<file path="src/rtl/commutator_p2s.sv">
// Polyphase output commutator: captures one vector of gp_nr_phases words on a
// load strobe and emits them one per enabled edge, in phase order.
module commutator_p2s #(
  parameter int gp_data_width = 8,
  parameter int gp_nr_phases  = 4,
  parameter int gp_reverse    = 0
) (
  input  logic                                    i_clk,
  input  logic                                    i_rst_an,
  input  logic                                    i_ena,
  input  logic                                    i_load,
  input  logic [gp_nr_phases*gp_data_width-1:0]   i_data,
  input  logic                                    i_clr_ovr,
  output logic [gp_data_width-1:0]                o_data,
  output logic                                    o_valid,
  output logic [((gp_nr_phases > 2) ? $clog2(gp_nr_phases) : 1)-1:0] o_phase,
  output logic                                    o_first,
  output logic                                    o_last,
  output logic                                    o_busy,
  output logic                                    o_overrun
);

  // state | meaning
  // IDLE  | no vector in flight, outputs zero
  // SHIFT | emitting words of the captured vector
  localparam logic ST_IDLE  = 1'b0;
  localparam logic ST_SHIFT = 1'b1;

  localparam int W         = gp_data_width;
  localparam int N         = gp_nr_phases;
  localparam int PW        = (N > 2) ? $clog2(N) : 1;
  localparam int FIRST_IDX = (gp_reverse != 0) ? N - 1 : 0;
  localparam logic [PW-1:0] FIRST_PH = PW'(FIRST_IDX);

  logic          r_state;
  logic [W-1:0]  r_buf [N];
  logic [PW-1:0] r_phase;
  logic [W-1:0]  r_data;
  logic          r_valid;
  logic          r_first;
  logic          r_last;
  logic          r_overrun;

  logic [PW-1:0] w_next_phase;
  logic [PW-1:0] w_last_ph;
  logic          w_set_ovr;

  assign w_last_ph    = (gp_reverse != 0) ? '0 : PW'(N - 1);
  assign w_next_phase = (gp_reverse != 0) ? r_phase - PW'(1) : r_phase + PW'(1);
  // A load while words of the current vector are still pending drops them.
  assign w_set_ovr    = i_ena && i_load && (r_state == ST_SHIFT) && !r_last;

  always_ff @(posedge i_clk or negedge i_rst_an) begin
    if (!i_rst_an) begin
      r_state <= ST_IDLE;
      for (int k = 0; k < N; k++) r_buf[k] <= '0;
      r_phase <= '0;
      r_data  <= '0;
      r_valid <= 1'b0;
      r_first <= 1'b0;
      r_last  <= 1'b0;
    end else if (i_ena) begin
      if (i_load) begin
        for (int k = 0; k < N; k++) r_buf[k] <= i_data[k*W +: W];
        r_state <= ST_SHIFT;
        r_phase <= FIRST_PH;
        r_data  <= i_data[FIRST_IDX*W +: W];
        r_valid <= 1'b1;
        r_first <= 1'b1;
        r_last  <= 1'b0;
      end else if (r_state == ST_SHIFT) begin
        if (r_last) begin
          r_state <= ST_IDLE;
          r_phase <= '0;
          r_data  <= '0;
          r_valid <= 1'b0;
          r_first <= 1'b0;
          r_last  <= 1'b0;
        end else begin
          r_phase <= w_next_phase;
          r_data  <= r_buf[w_next_phase];
          r_first <= 1'b0;
          r_last  <= (w_next_phase == w_last_ph);
        end
      end
    end
  end

  // Set wins over a simultaneous clear.
  always_ff @(posedge i_clk or negedge i_rst_an) begin
    if (!i_rst_an) begin
      r_overrun <= 1'b0;
    end else if (w_set_ovr) begin
      r_overrun <= 1'b1;
    end else if (i_clr_ovr) begin
      r_overrun <= 1'b0;
    end
  end

  assign o_data    = r_data;
  assign o_valid   = r_valid;
  assign o_phase   = r_phase;
  assign o_first   = r_first;
  assign o_last    = r_last;
  assign o_busy    = (r_state == ST_SHIFT);
  assign o_overrun = r_overrun;

endmodule

</file>
<file path="config.mk">
export PLATFORM = sky130hd
export DESIGN_NAME = commutator_p2s
export DESIGN_NICKNAME = d
export VERILOG_FILES = /design/src/rtl/commutator_p2s.sv
export SDC_FILE = /design/constraint.sdc
export NUM_CORES = 1
export LEC_CHECK = 0
export CORE_MARGIN = 4
export CORE_UTILIZATION = 52
export CTS_CLUSTER_SIZE = 12
export DETAILED_ROUTE_END_ITERATION = 6
export PLACE_DENSITY = 0.84
export SYNTH_ARGS = -nofsm -noshare
export SYNTH_HDL_FRONTEND = slang
export SYNTH_SLANG_ARGS = --single-unit
</file>
<file path="constraint.sdc">
create_clock -name i_clk -period 4.4 [get_ports i_clk]
set_input_delay 1.32 -clock i_clk [delete_from_list [all_inputs] [get_ports i_clk]]
set_output_delay 1.32 -clock i_clk [all_outputs]
set_load 0.05 [all_outputs]
</file>
==> impl_metrics.csv, run 1 <==
group,metric,value,unit
outcome,outcome,"complete, no violations",
worst_setup_path,end_kind,"output pin",
clock_network,cts_setup_buffers,0,
floorplan,io_pins,52,
clock_network,cts_made_buffers,5,
place,port_buffers,51,
finish,area_growth,32.6,%
sta,setup_viol,0,
detailed_routing,drtIter0Drc,95,
floorplan,core,0.00369,sq mm
sta,fmax,304,MHz
worst_setup_path,slowest_delay,920,ps
detailed_routing,drcViolationCount,0,
worst_setup_path,path_delay_family,"buffers and inverters",
clock_network,cts.htree.levels,2,
clock_network,ctsLongestPathBuffers,2,
min_path,min_path_cells,1,
detailed_routing,routed_via_density,5.65,
run,cap_violations,0,
synthesis,postSynthAreaPerCell,15.4,sq um
worst_setup_path,crit_required,3080,ps
place,gp_congestion,0.742,
worst_setup_path,ff2ff_path_depth,4,
place,hpwl,2790,um
sta,finalCriticalPeriod,3290,ps
global_route,grt_max_degree,48,
finish,drive_gt1_share,25.1,%
worst_setup_path,rrSetupSlack,2160,ps
global_route,grt_usage,17.7,%
floorplan,die_x,70.1,um
floorplan,die_h,70.1,um
floorplan,initial_core_util,54.4,%
floorplan,rows,22,
worst_setup_path,crit_fanout,11,
synthesis,netlist_instances,130,
sta,drv_slew,0,
sta,tns,0,ps
worst_setup_path,r2r_start,"o_phase[0]",
detailed_routing,first_pass_iters,4,
clock_network,clk_latency,300,ps
min_path,min_path_type,"reg2reg",
global_route,grt_pass1_wl,6710,um
worst_setup_path,worst-path-buf-inv,1,
global_route,antenna_found_initial,0,
floorplan,dieArea,0.00491,sq mm
synthesis,syn_nets,168,
power,total_power,1.36,mW
finish,antennaDiodeCount,0,
power,ir_worst_vdd,0.000247,V
detailed_routing,antenna_left,0,
synthesis,synth_area,0.00201,sq mm
clock_network,cts.sinks,47,
synthesis,synth_cell_types,20,
synthesis,ys_warn_count,0,
worst_setup_path,critical_path.startpoint_type,"flop",
sta,fin_crit_sh,74.7,%
clock_network,cts_resized,0,
min_path,hold_path_end,"r_buf[26]",
sta,rsz0062_at_grt,"false",
synthesis,ys_seq_area_share,58.6,%
global_route,grt-ovfl-total,0,
clock_network,cts.clk_slew.worst_paths,80,ps
worst_setup_path,reg2reg_to,"o_data[4]",
sta,fin_skew,8.93,ps
power,p_leak,1.19,nW
sta,finalHoldViolations,0,
worst_setup_path,setup.worst_path.class,"reg2out",
sta,worstMarginPinSlew,1010,ps
worst_setup_path,worst-endpoint-arrival,1970,ps
worst_setup_path,cp_cell_sequence,"clkdlybuf4s50_1",
synthesis,synth-seq-cells,47,
detailed_routing,wl_per_cell,17.1,um
clock_network,cts_tree,"yes",
clock_network,cts_hold_buf,0,
power,p_per_area,512,mW/mm^2
sta,whs,479,ps
finish,fin_nets,220,
sta,relSlewSlack,32.7,%
global_route,grt_pass1_vias,1408,
min_path,holdCritStartpoint,"r_buf[26]",
clock_network,clockRootBuffer,"clkbuf_8",
detailed_routing,drt-total-wl,3940,um
detailed_routing,num_vias,1305,
worst_setup_path,worst_path_max_delay_cell,"clkdlybuf4s50_1",
[metrics by stage]
step	area (sq um)	util, %	setup WS (ps)	cells
3_3_place_gp	2520	68.4	1170	222
3_5_place_dp	2520	68.4	1040	222
5_1_grt	2660	72.1	979	231
2_1_floorplan	2010	-	2220	130
4_1_cts	2660	72.0	1060	230
6_report	2660	72.1	1110	231
[state kept, by name (all words and copies together) (netlist names)]
name,count
o_phase,2
o_first,1
o_valid,1
o_data,8
o_busy,1
o_last,1
r_buf,32
o_overrun,1
[synthesized netlist by cell type, drive strengths merged]
cell / number / share of area, %
and2: 1 / 0.31
a22o: 4 / 1.7
mux2: 25 / 14
dfrtp: 47 / 59
mux4: 8 / 9.0
a21o: 8 / 3.0
ha: 1 / 0.62
o21ai: 2 / 0.50
clkbuf: 2 / 0.37
inv: 4 / 0.75
nand3: 1 / 0.25
buf: 7 / 2.8
nand2: 2 / 0.37
and4bb: 1 / 0.62
o32ai: 1 / 0.44
a221o: 8 / 4.0
and3: 8 / 2.6
[per-layer routing]
metal / routed length, um / GRT usage, % / vias to the layer above
li1: - / - / 593
met1: 1680 / 23.2 / 661
met2: 1890 / 26.3 / 42
met3: 301 / 5.32 / 9
met4: 76 / 9.57 / 0
met5: 0 / 0 / -
[where the power goes]
part	switching, mW	internal, mW
Sequential	0.0575	0.508
Clock	0.136	0.227
Combinational	0.222	0.210
[cell families (layout without fill, tap and decap cells)]
logic type | Yosys count | after routing | synth area share [%]
compound gates | 23 | 23 | 9.67
fa+ha+maj | 1 | 1 | 0.624
buf+inv | 13 | 66 | 3.93
flops | 47 | 47 | 58.6
mux | 33 | 33 | 23.0
simple gates | 13 | 13 | 4.12
[cell type report]
cell class	instances	area, sq um
sequential	47	1180
fill	252	1030
multi-input combinational	70	751
timing repair buffer	54	526
clock buffer	6	72.6
clock inverter	2	60.1
tap	48	60.1
inverter	4	15.0
[worst max path at each step]
stage | from | cells after the start | to
2_1_floorplan | i_ena | 3 | r_buf[10]
3_3_place_gp | i_load | 3 | o_phase[0]
3_5_place_dp | i_load | 3 | o_data[2]
4_1_cts | o_phase[0] | 1 | o_phase[0]
5_1_grt | o_phase[0] | 1 | o_phase[0]
6_report | o_phase[0] | 1 | o_phase[0]
[layout by cell type, fill, tap and decap left out, types with 4 or more instances in the layout]
cell type and n:
clkdlybuf4s50_1 50, mux4_2 8, a221o_1 8, inv_1 4, a22o_1 4, a21o_1 8, mux2_2 25, dfrtp_1 47
and3_1 7, clkbuf_8 5
Power figures use the tool's default switching activity.
==> run 2: changes to the inputs <==
Settings changed: CORE_UTILIZATION 52 to 43, PLACE_DENSITY 0.84 to 0.75.
Clock period 4.4 ns to 2.89 ns, I/O delays scaled along.
==> run 2 against run 1 <==
Effect of this change:
- power grew 49%
- first-iteration DRC count decreased by 9.5%
- highest routed layer unchanged
- sequential share of layout area fell by 0.083 points
- critical path depth increased by 2
- register-to-register slack lost 1200 ps
- die area up 18%
- clock skew decreased by 3.2 ps
- non-clock buffer count increased by 2
- largest power group unchanged
- cell count is 2.6% higher
==> impl_metrics.csv, run 2 (synthesized netlist as in run 1, its figures left out) <==
group,metric,value,unit
detailed_routing,first_pass_iters,4,
outcome,outcome,"complete, no violations",
finish,final_cell_mix,"clkdlybuf4s50_1, dfrtp_1, mux2_2",
worst_setup_path,setup.worst_path.class,"in2reg",
worst_setup_path,end_kind,"flop",
place,hpwl,3000,um
worst_setup_path,ff2ff_path_depth,2,
floorplan,io_pins,52,
detailed_routing,drcViolationCount,0,
worst_setup_path,crit_fanout,11,
sta,rsz0062_at_grt,"false",
worst_setup_path,slowest_delay,1060,ps
clock_network,cts_resized,0,
min_path,holdCritStartpoint,"r_buf[28]",
global_route,grt_max_degree,33,
global_route,grt_usage,16.1,%
worst_setup_path,r2r_start,"o_busy",
power,pwr-share-comb,33.7,%
floorplan,core,0.00444,sq mm
sta,fmax,410,MHz
clock_network,cts_hold_buf,0,
clock_network,cts_made_buffers,5,
global_route,grt_pass1_wl,7380,um
min_path,min_path_cells,1,
detailed_routing,drtIter0Drc,86,
power,swShare,32.0,%
finish,final_common_cell,"clkdlybuf4s50_1",
floorplan,initial_core_util,45.1,%
power,seq_power_share,41.8,%
detailed_routing,drt-total-wl,4210,um
finish,fin_nets,222,
power,p_leak,1.20,nW
detailed_routing,num_vias,1295,
worst_setup_path,worst-endpoint-arrival,2670,ps
floorplan,die_h,76.3,um
place,port_buffers,51,
sta,relSlewSlack,8.01,%
sta,fin_skew,5.76,ps
clock_network,cts_tree,"yes",
sta,finalHoldViolations,0,
clock_network,cts.clk_slew.worst_paths,80,ps
clock_network,ctsLongestPathBuffers,2,
finish,design_area,0.00267,sq mm
worst_setup_path,cp_cell_sequence,"clkdlybuf4s50_1 -> o21ai_0 -> mux2_2",
finish,largest_register_ffs,32,
run,cap_violations,0,
power,p_clk_share,24.5,%
sta,whs,480,ps
place,gp_congestion,0.758,
power,p_sw,0.649,mW
min_path,min_path_type,"reg2reg",
sta,worstMarginPinSlew,1370,ps
detailed_routing,antenna_left,0,
min_path,hold_path_end,"r_buf[28]",
global_route,grt_pass1_vias,1506,
finish,area_growth,32.9,%
floorplan,rows,24,
power,p_per_area,760,mW/mm^2
worst_setup_path,worst_path_max_delay_cell,"o21ai_0",
finish,drive_gt1_share,27.0,%
floorplan,dieArea,0.00582,sq mm
sta,fin_crit_sh,84.4,%
clock_network,cts_setup_buffers,0,
clock_network,cts.sinks,47,
global_route,grt-ovfl-total,0,
power,ir_worst_vdd,0.000315,V
power,internal-power,1.38,mW
sta,drv_slew,0,
worst_setup_path,crit_required,3130,ps
detailed_routing,routed_via_density,5.46,
sta,finalCriticalPeriod,2440,ps
sta,tns,0,ps
floorplan,die_x,76.3,um
worst_setup_path,critical_path.startpoint_type,"input pin",
worst_setup_path,reg2reg_to,"o_phase[0]",
finish,top_register,"r_buf",
sta,setup_viol,0,
detailed_routing,wl_per_cell,17.8,um
global_route,antenna_found_initial,0,
finish,nFillCells,342,
place,place_area,0.00255,sq mm
finish,antennaDiodeCount,0,
clock_network,cts.htree.levels,2,
clock_network,clk_latency,290,ps
worst_setup_path,rrSetupSlack,1010,ps
clock_network,clockRootBuffer,"clkbuf_8",
[run 2: how the worst max path moves through the flow]
stage | startpoint | to | slack [ps] | cells after the start
after floorplan | o_phase[0] | o_data[4] | 820 | 6
after global placement | i_load | o_phase[0] | 230 | 3
after detailed placement | i_load | o_data[7] | 170 | 3
after CTS | o_last | o_last | 450 | 1
after global routing | o_last | o_last | 390 | 1
final | i_load | o_phase[0] | 450 | 3
[run 2: layout make-up]
type | instances | area, sq um | share of cell area, %
sequential | 47 | 1180 | 44.1
multi-input combinational | 70 | 751 | 28.2
clock buffer | 6 | 82.6 | 3.10
clock inverter | 2 | 35.0 | 1.31
inverter | 4 | 15.0 | 0.563
tap | 52 | 65.1 | 2.44
timing repair buffer | 56 | 541 | 20.3
[run 2: critical path: cells and delay by family]
family          cells  cell delay (ps)
compound gates      1             1060
mux                 1              320
buf+inv             1              420
[run 2: metrics by stage]
stage	power, mW	setup WS, ps	cells	utilization (%)
5_1_grt	2.13	390	237	60.0
4_1_cts	2.05	454	237	60.0
3_5_place_dp	1.55	175	229	57.3
6_report	2.03	452	237	60.0
3_3_place_gp	1.53	229	229	57.3
2_1_floorplan	1.32	816	130	-
[run 2: layer usage]
layer | wire [um] | part of all wire [%] | track usage [%] | vias to the layer above
li1 | - | - | - | 596
met1 | 1870 | 44 | 20.6 | 653
met2 | 2050 | 49 | 26.3 | 40
met3 | 198 | 4.7 | 4.37 | 6
met4 | 91 | 2.2 | 6.16 | 0
met5 | 0 | 0 | 0 | -
[run 2: power by group through the flow]
stage / Combinational (mW) / Clock, mW / Sequential [mW]
2_1_floorplan: 0.289 / 0 / 1.03
3_3_place_gp: 0.680 / 0 / 0.851
3_5_place_dp: 0.693 / 0 / 0.858
4_1_cts: 0.693 / 0.508 / 0.846
5_1_grt: 0.727 / 0.540 / 0.861
6_report: 0.684 / 0.496 / 0.846
==> run 3: changes to the inputs <==
Clock period 2.89 ns to 2.1 ns, I/O delays scaled along.
==> run 3 against run 2 <==
Effect of this change:
- utilization is 0.23 points higher
- cell count is 0.84% higher
- global-route usage is 0.35 points higher
- sequential cell count stayed put
- non-clock buffer count is 3 higher
- register-to-register slack worse by 710 ps
- clock skew is 2.3 ps higher
- sequential power is 37% higher
- largest cell class unchanged
- hold slack worse by 170 ps
- die area stayed put
==> impl_metrics.csv, run 3 (synthesized netlist as in run 1, its figures left out) <==
group,metric,value,unit
clock_network,clockRootBuffer,"clkbuf_8",
finish,drive_gt1_share,34.8,%
worst_setup_path,path_delay_family,"adder cells",
sta,finalCriticalPeriod,1800,ps
sta,worstMarginPinSlew,564,ps
clock_network,cts.sinks,47,
finish,largest_register_ffs,32,
power,p_leak,1.24,nW
finish,antennaDiodeCount,0,
floorplan,io_pins,52,
finish,final_cell_mix,"dfrtp_1, clkdlybuf4s50_1, mux2_2",
place,port_buffers,51,
sta,fmax,555,MHz
worst_setup_path,crit_fanout,9,
floorplan,core,0.00444,sq mm
detailed_routing,first_pass_iters,4,
worst_setup_path,worst_path_max_delay_cell,"ha_1",
detailed_routing,wl_per_cell,18.1,um
clock_network,cts_hold_buf,0,
finish,final_core_util,60.2,%
finish,final_common_cell,"dfrtp_1",
finish,top_register,"r_buf",
place,hpwl,3160,um
sta,drv_slew,0,
worst_setup_path,crit_required,2290,ps
place,dp_cells,232,
floorplan,rows,24,
floorplan,die_x,76.3,um
detailed_routing,routed_via_density,5.57,
finish,fin_nets,225,
clock_network,cts.clk_slew.worst_paths,80,ps
global_route,grt_usage,16.5,%
worst_setup_path,critical_path.startpoint_type,"flop",
finish,area_growth,33.4,%
global_route,grt_pass1_wl,7510,um
clock_network,clk_latency,300,ps
global_route,grt_pass1_vias,1498,
global_route,grt_max_degree,25,
clock_network,cts_made_buffers,5,
sta,tns,0,ps
detailed_routing,antenna_left,0,
worst_setup_path,setup.worst_path.class,"reg2reg",
sta,relSlewSlack,62.4,%
sta,setup_viol,0,
sta,fin_crit_sh,85.8,%
sta,fin_skew,8.08,ps
worst_setup_path,end_kind,"flop",
worst_setup_path,worst-endpoint-arrival,1990,ps
power,ir_worst_vdd,0.000427,V
global_route,grt-ovfl-total,0,
outcome,outcome,"complete, no violations",
clock_network,cts_tree,"yes",
detailed_routing,drt-total-wl,4330,um
worst_setup_path,slowest_delay,560,ps
finish,fin_cells,239,
min_path,min_path_type,"in2async",
clock_network,cts_setup_buffers,0,
sta,finalHoldViolations,0,
worst_setup_path,worst-path-buf-inv,0,
detailed_routing,drcViolationCount,0,
floorplan,die_h,76.3,um
place,gp_congestion,0.746,
run,cap_violations,0,
power,total_power,2.74,mW
worst_setup_path,cp_cell_sequence,"ha_1 -> mux4_2 -> a221o_1",
clock_network,cts.htree.levels,2,
power,p_per_area,1020,mW/mm^2
floorplan,dieArea,0.00582,sq mm
detailed_routing,num_vias,1332,
clock_network,ctsLongestPathBuffers,2,
clock_network,cts_resized,0,
floorplan,initial_core_util,45.1,%
sta,rsz0062_at_grt,"false",
global_route,antenna_found_initial,0,
detailed_routing,drtIter0Drc,73,
-- run 3: per-layer routing --
| metal | share of wire [%] | track usage, % | up-vias |
|---|---|---|---|
| met5 | 0 | 0 | - |
| met4 | 3.0 | 9.60 | 0 |
| met3 | 4.8 | 3.19 | 11 |
| li1 | - | - | 605 |
| met2 | 51 | 26.9 | 44 |
| met1 | 41 | 20.4 | 672 |
-- run 3: worst reg2reg max path, delay by kind of cell (launching register included) --
family          cells  cell delay, ps
fa+ha+maj           1             560
mux                 1             360
flops               1             420
compound gates      1             350
-- run 3: area by class of cell --
cell class,count,area [sq um]
sequential,47,1180
inverter,4,15.0
clock buffer,6,72.6
fill,332,1770
tap,52,65.1
multi-input combinational,70,751
timing repair buffer,59,566
clock inverter,1,30.0
-- run 3: power by group --
group          internal (mW)  switching (mW)  total (mW)  leakage, nW
combinational          0.441           0.500       0.940        0.623
clock                  0.349           0.288       0.637       0.0513
sequential              1.06          0.0998        1.16        0.562
total                   1.85           0.888        2.74         1.24
-- run 3: final timing paths --
kind	start	to	slack, ps	depth (start not counted)
min	i_rst_an	o_data[7]	310	1
max in group asynchronous	i_rst_an	r_buf[18]	1260	2
max reg2reg	o_phase[1]	o_data[4]	300	3
max	o_phase[1]	o_data[4]	300	3
min in group i_clk	r_buf[29]	r_buf[29]	480	1
min reg2reg	r_buf[29]	r_buf[29]	480	1
-- run 3: stage by stage --
step / instance area (sq um) / hold slack [ps] / setup slack (ps)
after floorplan: 2010 / 334 / 25.7
after detailed placement: 2570 / 464 / 114
after global placement: 2570 / 459 / 154
after CTS: 2680 / 326 / 299
final: 2680 / 311 / 299
after global routing: 2680 / 331 / 210
==> RTL change 1, RTL diff (settings of run 3) <==
`gp_nr_phases`: 4 -> 2.
--- a/src/rtl/commutator_p2s.sv
+++ b/src/rtl/commutator_p2s.sv
@@ -4,3 +4,3 @@
   parameter int gp_data_width = 8,
-  parameter int gp_nr_phases  = 4,
+  parameter int gp_nr_phases  = 2,
   parameter int gp_reverse    = 0
Ports: changed (resized i_data and o_phase); port bits go from 52 to 35. The function was not compared with the original's and may differ.
==> RTL change 1 against run 3 <==
Core utilization is 2.5 points higher. Cell area shrank 54%. Clock skew shrank 0.0069 ns. Area after synthesis decreased by 56%. Routed wire length down 58%. Sequential cell count fell by 26. Worst setup slack improved by 0.080 ns. Total power fell by 56%. Synthesized cell count down 43%. Highest routed layer unchanged.
==> RTL change 1: results (changes against run 3) <==
Ys Warns 0 (unchanged); CTS buffer count 3 (-2); Cells after DPL 133 (-43%); PostCTS Resize Cnt 0 (unchanged); Total GRT Usage 14.5% (-2.0 points); flop-to-flop setup slack 0.96 ns (+0.66 ns); antenna fix cells 0 (unchanged); global-route wire length before repair 2970 um (-60%); FF-to-FF path depth 3 (unchanged); initial antenna violation count 0 (unchanged); DP HPWL 1420 um (-55%); pre-CTS WS 0.111 ns (-0.00248 ns); multi-input logic area 317 um2 (-58%); Pre-Repair DR Iteration Count 4 (unchanged); Seq/Total Area, Yosys 59.4% (+0.77 points); placed inst area 0.00120 mm2 (-53%); Critical Path Max Stage Delay 0.53 ns (-0.03 ns); maximum clock rate 0.581 GHz (+4.7%); Top FF cell, synth dfrtp_1; vias in the first global route 677 (-55%); fraction of layout cells with a size suffix above 1 28.2% (-6.6 points); peak supply drop 0.000467 V (+9.5%); unique cell type count in the Yosys netlist 19 (-5.0%); status finished, final reports clean; crit path max fanout 9 (unchanged); top post-synthesis cells by count 21 x dfrtp_1, 15 x nand2_1, 8 x mux2_2; synthesized area per cell 12.0 um2 (-23%); hold depth 2; postcts setup bufs 0 (unchanged); H-Tree Depth 1 (-1); drt via density 4.89 (-12%); CP max stage cell dfrtp_1; hold_ws 0.490 ns (+0.179 ns); Root Buffer clkbuf_4; initial drt markers 17 (-77%); Routability Congestion 0.772 (+3.5%); Clock Path Buffers 2 (unchanged); Hold Vio Cnt, Final 0 (unchanged); Clock Latency Late Sink 0.29 ns; crit path DAT 1.09 ns (-0.90 ns); synth top area cells dfrtp_1 59%, mux2_2 10%, nand2_1 6.4%; # fillers 183 (-45%); Final Skew 0.00120 ns (-0.00688 ns); largest net degree at the start of global routing 22 (-12%); Routed WL 1830 um (-58%); Lkg Pwr 0.552 nW (-55%); Post-synth ARST share 100% (unchanged); internal power 0.000724 W (-61%); HP Class reg2reg; Crit path max-delay family flip-flops; IO Port Bufs 34 (-33%); Slew @ Worst Pin 0.408 ns (-0.156 ns); WL/cell 13.4 um (-26%); Mapped Nets 95 (-43%); Worst-path clk slew 0.11 ns (+0.03 ns)
-- RTL change 1: changes by cell type in the layout (fill, tap and decap cells not counted), moves of 7 or more --
cell	change
and3_1	-7
mux4_2	-8
dfrtp_1	-26
nand2_1	+13
clkdlybuf4s50_1	-15
a221o_1	-8
mux2_2	-17
a21o_1	-8
a22oi_1	+7
-- RTL change 1: routing by layer --
layer | track usage, % | vias up | part of all wire, %
met5 | 0 | - | 0
met3 | 2.25 | 4 | 6.4
met1 | 17.6 | 315 | 42
met2 | 22.9 | 21 | 49
met4 | 10.6 | 0 | 2.4
li1 | - | 330 | -
-- RTL change 1: layout make-up --
| type | instances | share of cell area (%) |
|---|---|---|
| Clock buffer | 4 | 2.14 |
| Inverter | 2 | 0.610 |
| Multi-Input combinational cell | 47 | 25.7 |
| Sequential cell | 21 | 42.7 |
| Tap cell | 27 | 2.75 |
| Timing Repair Buffer | 36 | 26.0 |
-- RTL change 1: path summary, 6_finish.rpt --
| path | start | end |
|---|---|---|
| setup / recovery | o_last | o_last |
| hold / removal | o_data[1] | o_data[1] |
| setup reg to reg | o_last | o_data[6] |
| hold reg to reg | o_data[1] | o_data[1] |
| max in group asynchronous | i_rst_an | r_buf[0] |
| min in group asynchronous | i_rst_an | o_overrun |
-- RTL change 1: logic make-up after synthesis --
kind of cell	Yosys count	synth area share, %
AO/OA/AOI/OAI	20	15.8
flip-flops	21	59.4
buffers and inverters	6	4.81
multiplexers	8	10.2
AND/OR/NAND/NOR	19	9.76
-- RTL change 1: power groups by stage --
stage          Clock (W)  Sequential, W  Combinational (W)
6_report        0.000191       0.000538           0.000483
5_1_grt         0.000212       0.000551           0.000515
4_1_cts         0.000197       0.000539           0.000487
3_5_place_dp           0       0.000548           0.000486
3_3_place_gp           0       0.000544           0.000480
2_1_floorplan          0       0.000731           0.000135
==> RTL change 2, RTL diff (settings of run 3) <==
Without the edit above. Put one more register stage on the output `o_overrun`. The value now appears one clock later. The other outputs are not delayed to match.
--- a/src/rtl/commutator_p2s.sv
+++ b/src/rtl/commutator_p2s.sv
@@ -105,3 +105,5 @@
   assign o_busy    = (r_state == ST_SHIFT);
-  assign o_overrun = r_overrun;
+  always_ff @(posedge i_clk) begin
+    o_overrun <= r_overrun;
+  end
 
Function: changed (Yosys sat finds a counterexample within 4 cycles, from zero or initial values and one cycle with i_rst_an low).
==> RTL change 2 against run 3 <==
Worst setup slack got worse by 0.23 ns. Total power fell by 3.3%. Combinational power barely moved. Cell count did not move. Cell area fell by 0.51%. Sequential cell count rose by 1. Core utilization fell by 0.31 points. Routed wire length fell by 3.4%. Area after synthesis rose by 1.0%. Synthesized cell count rose by 0.77%. Via count fell by 2.0%. Hold slack got worse by 0.026 ns. Critical path type is now reg2out. Largest cell class unchanged. Largest power group unchanged.
==> RTL change 2: results (changes against run 3) <==
Post-synth ARST share 97.9% (-2.1 points); vias in the first global route 1,414 (-5.6%); status finished, final reports clean; Routability Congestion 0.751 (+0.64%); crit path max fanout 1 (-8); CP max stage cell clkdlybuf4s50_1; maximum clock rate 0.493 GHz (-11%); Crit path max-delay family buffers and inverters; peak supply drop 0.000403 V (-5.5%); largest net degree at the start of global routing 35 (+40%); Mapped Nets 169 (+0.60%); crit path DAT 1.40 ns (-0.59 ns); Critical Path Max Stage Delay 0.79 ns (+0.23 ns); # fillers 349 (+5.1%); internal power 0.00176 W (-5.1%); flop-to-flop setup slack 0.30 ns (about the same); Slew @ Worst Pin 0.876 ns (+0.312 ns); DP HPWL 3040 um (-3.9%); CTS buffer count 5 (unchanged); synth top area cells dfrtp_1 58%, mux2_2 14%, mux4_2 8.9%; Seq/Total Area, Yosys 59.0% (+0.41 points); nets 224 (-0.44%); Routed WL 4180 um (-3.4%); unique cell type count in the Yosys netlist 21 (+5.0%); pre-CTS WS -0.0374 ns (-0.151 ns); global-route wire length before repair 7130 um (-5.0%)
## RTL change 2: per-layer routing
layer  up-vias  wire length [um]  global-route usage, %  share of wire [%]
li1        602                 -                      -                  -
met1       664              1760                   19.1                 42
met2        34              2190                   26.4                 52
met3         6               176                   4.49                4.2
met4         0                65                   5.43                1.6
met5         -                 0                      0                  0
## RTL change 2: worst max path at each step
stage                      end  cells after the start
detailed placement   o_data[6]                      3
CTS                  o_overrun                      1
floorplan            o_data[4]                      6
finish               o_overrun                      1
global placement    o_phase[0]                      3
global route         o_overrun                      1
## RTL change 2: through the flow
step | hold slack [ns] | cells
2_1_floorplan | 0.334 | 131
3_3_place_gp | 0.354 | 231
3_5_place_dp | 0.363 | 231
4_1_cts | 0.296 | 239
5_1_grt | 0.314 | 239
6_report | 0.285 | 239
## RTL change 2: power groups by stage
stage / clock network [W] / registers [W] / logic (W)
3_5_place_dp: 0 / 0.00121 / 0.000953
3_3_place_gp: 0 / 0.00120 / 0.000938
5_1_grt: 0.000590 / 0.00121 / 0.000994
2_1_floorplan: 0 / 0.00144 / 0.000398
6_report: 0.000526 / 0.00119 / 0.000938
4_1_cts: 0.000539 / 0.00119 / 0.000952
## RTL change 2: cells by family after synthesis
group,Yosys count,synth area share [%]
DFF,48,59.0
muxes,33,22.8
AOI/OAI and AO/OA,23,9.57
buffers and inverters,13,3.89
and+or+nand+nor,13,4.08
adders and majority gates,1,0.618
## RTL change 2: worst register-to-register path: cells and delay by family, from the launching register on
kind            cells  cell delay, ns
fa+ha+maj           1            0.56
flops               1            0.42
mux                 1            0.37
compound gates      1            0.35
## RTL change 2: area by class of cell
type	instances	area (um2)	area share [%]
flip-flops and latches	48	1200	44.9
multi-input cells	70	751	28.2
repair buffers	57	553	20.8
clock buffers	7	76.3	2.87
well taps	52	65.1	2.44
inverters	4	15.0	0.564
clock inverters	1	5.00	0.188
